`config.mk`:
```
export PLATFORM = sky130hd
export DESIGN_NAME = i2s_tx_serializer
export DESIGN_NICKNAME = d
export VERILOG_FILES = /design/src/rtl/i2s_tx_serializer.sv
export SDC_FILE = /design/constraint.sdc
export NUM_CORES = 1
export LEC_CHECK = 0
export BUFFER_PORTS_ARGS = -buffer_cell sky130_fd_sc_hd__buf_2
export CAP_MARGIN = 5
export CORE_MARGIN = 1.5
export CORE_UTILIZATION = 57
export CTS_CLUSTER_DIAMETER = 100
export CTS_CLUSTER_SIZE = 24
export DETAILED_ROUTE_END_ITERATION = 10
export GPL_TIMING_DRIVEN = 0
export MAX_ROUTING_LAYER = met4
export PLACE_DENSITY = 0.78
export SLEW_MARGIN = 20
export SYNTH_ARGS = -nofsm -noshare
export SYNTH_HDL_FRONTEND = slang
export SYNTH_SLANG_ARGS = --single-unit
```
`constraint.sdc`:
```
create_clock -name clk -period 2.3 [get_ports clk]
set_input_delay 0.345 -clock clk [delete_from_list [all_inputs] [get_ports clk]]
set_output_delay 0.345 -clock clk [all_outputs]
set_load 0.005 [all_outputs]
```
`src/rtl/i2s_tx_serializer.sv`:
```
// i2s_tx_serializer: I2S master transmitter for the beamformer output stage.
// Accepts left/right PCM pairs over valid/ready into a single holding register
// and serialises them as Philips I2S frames (WS one SCK ahead of each slot,
// MSB first, zero padded to SLOT_BITS). SCK, WS and SD are all registered.
// Optional build macro I2S_TX_UNDERRUN_CNT_EN adds a saturating underrun
// counter (underrun_count) with a synchronous clear input (clr_count).
module i2s_tx_serializer #(
  parameter int unsigned DATA_BITS = 8,
  parameter int unsigned SLOT_BITS = 16,
  parameter int unsigned SCK_HALF  = 2
) (
  input  logic                 clk,
  input  logic                 rst_n,
  input  logic                 en,
  input  logic [DATA_BITS-1:0] in_left,
  input  logic [DATA_BITS-1:0] in_right,
  input  logic                 in_valid,
  output logic                 in_ready,
  output logic                 sck,
  output logic                 ws,
  output logic                 sd,
  output logic                 underrun
`ifdef I2S_TX_UNDERRUN_CNT_EN
  ,
  input  logic                 clr_count,
  output logic [7:0]           underrun_count
`endif
);

  localparam int unsigned FRAME_BITS = 2 * SLOT_BITS;
  localparam int unsigned BIT_CNT_W  = $clog2(FRAME_BITS);
  localparam int unsigned DIV_W      = (SCK_HALF > 1) ? $clog2(SCK_HALF) : 1;
  localparam int unsigned PAD_BITS   = SLOT_BITS - DATA_BITS;

  localparam logic [BIT_CNT_W-1:0] BIT_LAST   = BIT_CNT_W'(FRAME_BITS - 1);
  localparam logic [BIT_CNT_W-1:0] WS_HI_FROM = BIT_CNT_W'(SLOT_BITS - 1);
  localparam logic [BIT_CNT_W-1:0] WS_HI_TO   = BIT_CNT_W'(FRAME_BITS - 2);
  localparam logic [DIV_W-1:0]     DIV_LAST   = DIV_W'(SCK_HALF - 1);

  logic [DIV_W-1:0]      div_q, div_d;
  logic                  sck_q, sck_d;
  logic [BIT_CNT_W-1:0]  bit_q, bit_d;
  logic                  ws_q, ws_d;
  logic                  sd_q, sd_d;
  logic                  underrun_q, underrun_d;
  logic [FRAME_BITS-1:0] shift_q, shift_d;
  logic                  hold_full_q, hold_full_d;
  logic [DATA_BITS-1:0]  hold_l_q, hold_l_d;
  logic [DATA_BITS-1:0]  hold_r_q, hold_r_d;

  logic                  fall_tick_c;
  logic                  frame_start_c;
  logic [FRAME_BITS-1:0] load_c;
  logic [FRAME_BITS-1:0] frame_c;

  // Held pair laid out as two left-justified, zero-padded slots
  assign frame_c = {SLOT_BITS'(hold_l_q) << PAD_BITS, SLOT_BITS'(hold_r_q) << PAD_BITS};

  // State registers
  always_ff @(posedge clk or negedge rst_n) begin
    if (!rst_n) begin
      div_q       <= '0;
      sck_q       <= 1'b0;
      bit_q       <= BIT_LAST;
      ws_q        <= 1'b0;
      sd_q        <= 1'b0;
      underrun_q  <= 1'b0;
      shift_q     <= '0;
      hold_full_q <= 1'b0;
      hold_l_q    <= '0;
      hold_r_q    <= '0;
    end else begin
      div_q       <= div_d;
      sck_q       <= sck_d;
      bit_q       <= bit_d;
      ws_q        <= ws_d;
      sd_q        <= sd_d;
      underrun_q  <= underrun_d;
      shift_q     <= shift_d;
      hold_full_q <= hold_full_d;
      hold_l_q    <= hold_l_d;
      hold_r_q    <= hold_r_d;
    end
  end

  // Divider, bit counter, frame loading and handshake next-state
  always_comb begin
    div_d         = div_q;
    sck_d         = sck_q;
    bit_d         = bit_q;
    ws_d          = ws_q;
    sd_d          = sd_q;
    underrun_d    = 1'b0;
    shift_d       = shift_q;
    hold_full_d   = hold_full_q;
    hold_l_d      = hold_l_q;
    hold_r_d      = hold_r_q;
    fall_tick_c   = 1'b0;
    frame_start_c = 1'b0;
    load_c        = shift_q;

    if (!en) begin
      // Disabled: serial side parked at reset values, any frame in flight dropped
      div_d   = '0;
      sck_d   = 1'b0;
      bit_d   = BIT_LAST;
      ws_d    = 1'b0;
      sd_d    = 1'b0;
      shift_d = '0;
    end else begin
      if (div_q == DIV_LAST) begin
        div_d       = '0;
        sck_d       = ~sck_q;
        fall_tick_c = sck_q;
      end else begin
        div_d = div_q + DIV_W'(1);
      end

      if (fall_tick_c) begin
        frame_start_c = (bit_q == BIT_LAST);
        bit_d         = frame_start_c ? '0 : bit_q + BIT_CNT_W'(1);
        ws_d          = (bit_d >= WS_HI_FROM) && (bit_d <= WS_HI_TO);
        if (frame_start_c) begin
          load_c      = hold_full_q ? frame_c : '0;
          underrun_d  = ~hold_full_q;
          hold_full_d = 1'b0;
        end
        sd_d    = load_c[FRAME_BITS-1];
        shift_d = load_c << 1;
      end
    end

    // Handshake stays live regardless of en; a full hold blocks new transfers
    if (in_valid && !hold_full_q) begin
      hold_full_d = 1'b1;
      hold_l_d    = in_left;
      hold_r_d    = in_right;
    end
  end

  assign in_ready = ~hold_full_q;
  assign sck      = sck_q;
  assign ws       = ws_q;
  assign sd       = sd_q;
  assign underrun = underrun_q;

`ifdef I2S_TX_UNDERRUN_CNT_EN
  logic [7:0] ucnt_q, ucnt_d;

  // Saturating underrun counter; clear has priority over increment
  always_comb begin
    ucnt_d = ucnt_q;
    if (clr_count) begin
      ucnt_d = '0;
    end else if (underrun_q && (ucnt_q != 8'hFF)) begin
      ucnt_d = ucnt_q + 8'd1;
    end
  end

  // Counter register
  always_ff @(posedge clk or negedge rst_n) begin
    if (!rst_n) begin
      ucnt_q <= '0;
    end else begin
      ucnt_q <= ucnt_d;
    end
  end

  assign underrun_count = ucnt_q;
`endif

endmodule

```
==> implementation parameters <==
Parameter                              Value

Status
  Outcome    complete, no violations

Global routing
  Wire length of the first global-routing pass    6490 µm
  Global router's overall resource usage    0.217
  Met2 capacity usage during global routing    0.328
  Initial antenna violation count    0
  Met1 usage in global routing    0.267
  GRT Residual Overflow    0
  Vias in the first global route    1463
  Global-route track usage on met3    0.0651
  Pin count of the biggest net entering global routing    51
  Layer with the highest usage    met2

Route
  WL final    3760 µm
  Vias post-DR    1416
  Remaining routing DRC violations    0
  Routed wirelength normalized by instance count    15.1 µm
  Number of iterations in the first detailed-routing pass    5
  Post-detailed-route via-to-cell ratio    5.69
  First-iteration detailed-routing DRC count    120
  Count of antenna-violating nets left after detailed routing    0

CTS
  Sink Count    50
  Post-CTS Hold Fix Bufs    0
  Root buf cell    clkbuf_8
  H-tree Lvls    2
  CTS tree    yes
  Clock buffers created by TritonCTS    5
  Clock Pin Slew Worst Setup and Hold Paths    80 ps
  Setup Fix Bufs, Post-CTS    0
  Post-cts gate resize count    0
  Source-to-sink clock delay at the later pin of the worst-skew pair    290 ps
  Max clock buf depth    2

Power and ir drop
  Leakage Power    1.18 nW
  Maximum vdd drop    0.443 mV
  Power density normalized to cell area    800 mW/mm²

Synth
  Fraction of the yosys area taken by sequential cells    0.592
  Top-area cell type share of the netlist area    0.530
  Leading area contributor after synthesis    dfrtp_1
  Total nets after synthesis    193
  Post-synthesis instance area    0.00212 mm²
  Yosys synthesis warning count    0
  Mean area per synthesized cell    12.4 µm²
  Share of flip-flops with an asynchronous set or reset    1.00
  Synthesis-stage register bit count    50
  Library cells used by synthesis    35
  EDFF count, synth    0
  Gate count of the mapped netlist    171
  Most used flip-flop cell after synthesis    dfrtp_1
  Leading cell type by number of instances after synthesis    dfrtp_1
  Cells taking the most area after synthesis    dfrtp_1 53%, mux2_2 8.5%, a32oi_1 6.2%
  Ranking of synthesized cells by instance count    45 x dfrtp_1, 35 x nand2_1, 16 x mux2_2

STA
  Final hold violation count    0
  Max frequency    473 MHz
  Actual transition at the worst max-transition pin    590 ps
  Unrepaired setup endpoints after global routing    no
  Setup TNS    0 ps
  Setup-failing EPs final    0
  Slew HR    0.607
  Final Max Tran Viols    0
  Worst Clk Skew    4.46 ps
  Minimum clock period after layout    2120 ps
  Share of the cycle needed by the critical path after routing    0.920
  Worst hold-check slack    54.6 ps

Floorplan
  Initial Utilization    0.617
  Rows    21
  Placeable core area    0.00344 mm²
  Area of the die    0.00410 mm²
  I/O pin total    25
  Die Width    64.0 µm
  Die outline height    64.0 µm

Worst setup path
  Reg2reg path depth    8
  Cell with the largest stage delay on the worst path    dfstp_2
  Top fanout value on the critical path    10
  Critical Path Source Type    register
  Crit path cell chain    ha_1 -> and3_1 -> ha_1 -> and4b_1 -> buf_6 -> buf_6 -> a32oi_1 -> nand2_1
  Stage delay of the slowest cell on the critical path    580 ps
  WS Path Type    register to register
  Worst setup EP type    register
  Data arrival time at the worst-slack endpoint    2300 ps
  Critical Path RT    2480 ps

Final layout
  Total number of nets in the final design    224
  Sequential Area    0.00126 mm²
  Area occupied by multi-input gates    749 µm²
  P&R area growth vs syn    12.8%
  Fill cell count    231
  Finished Cell Area    0.00239 mm²
  Number of diodes added for antenna fixing    0
  Fraction of final layout cells with drive strength greater than 1    0.325

Placement
  Gpl congestion    0.755
  Area after DPL    0.00230 mm²
  Port Buf Inserts    24
  HPWL Detailed    2600 µm

Min path
  Type of the worst min-delay path    input port to asynchronous set/reset pin

Flow run
  Maximum capacitance violations    0
final timing paths:
kind                               endpoint        start  slack [ps]
worst max-delay path            shift_q[16]     bit_q[0]         180
worst min-delay path            hold_r_q[3]        rst_n          50
worst max register to register  shift_q[16]     bit_q[0]         180
worst min register to register  shift_q[30]  shift_q[30]         470
max in group asynchronous               sck        rst_n        1850
min in group clk                hold_l_q[4]   in_left[4]         270
sequential cells by signal, summed over array words and instances, names as in the netlist:
signal	count
hold_full_q	1
sck	1
hold_l_q	8
hold_r_q	8
sd	1
ws	1
underrun	1
bit_q	5
div_q	1
shift_q	23
logic make-up (layout without fill, tap and decap cells):
family	after synthesis	in the layout	share of synthesized area
buffers and inverters	15	47	0.0548
XOR/XNOR	2	2	0.00825
AND/OR/NAND/NOR	50	50	0.110
flip-flops	50	50	0.592
multiplexers	16	16	0.0849
AO/OA/AOI/OAI	36	36	0.138
adder cells (fa/ha/maj)	2	2	0.0118
stage by stage:
stage                     cells  power [mW]  setup WS, ps  utilization
after floorplan             171        1.33           415            -
after global placement      241        1.40           267        0.668
after detailed placement    241        1.44           209        0.668
after CTS                   249        1.94           194        0.695
after global routing        249        2.03          59.8        0.696
final                       249        1.92           184        0.696
where the power goes:
group / internal (mW) / switching [mW]
clock: 0.243 / 0.258
sequential: 1.04 / 0.0943
combinational: 0.161 / 0.118
worst max-delay path, delay by kind of cell (launching register included):
kind | cells | cell delay (ps)
flops | 1 | 580
compound gates | 1 | 170
fa+ha+maj | 2 | 500
buf+inv | 2 | 260
simple gates | 3 | 490
cell type report:
cell class | instances | area share
Inverter | 3 | 0.00470
Sequential cell | 50 | 0.525
Buffer | 12 | 0.0439
Clock buffer | 7 | 0.0361
Timing Repair Buffer | 24 | 0.0512
Multi-Input combinational cell | 106 | 0.313
Clock inverter | 1 | 0.00209
Tap cell | 46 | 0.0240
routing by layer:
metal	part of all wire	routed length (µm)	vias to the layer above
met5	0	0	-
li1	-	-	679
met4	0.015	58	0
met1	0.45	1700	695
met3	0.050	187	4
met2	0.48	1810	38
cells in the final DEF, fill, tap and decap left out, types with 2 or more instances in the layout:
| master | count |
|---|---|
| mux2_2 | 16 |
| dfrtp_1 | 45 |
| clkbuf_1 | 2 |
| nor2_1 | 2 |
| a32oi_1 | 15 |
| dfstp_2 | 5 |
| nand2_1 | 35 |
| buf_4 | 3 |
| nand3_1 | 2 |
| o21ai_0 | 4 |
| and2_2 | 2 |
| buf_2 | 26 |
| a31oi_1 | 2 |
| buf_6 | 5 |
| clkbuf_8 | 6 |
| inv_1 | 3 |
| a22o_1 | 8 |
| o311ai_0 | 2 |
| ha_1 | 2 |
Power figures use the tool's default switching activity.
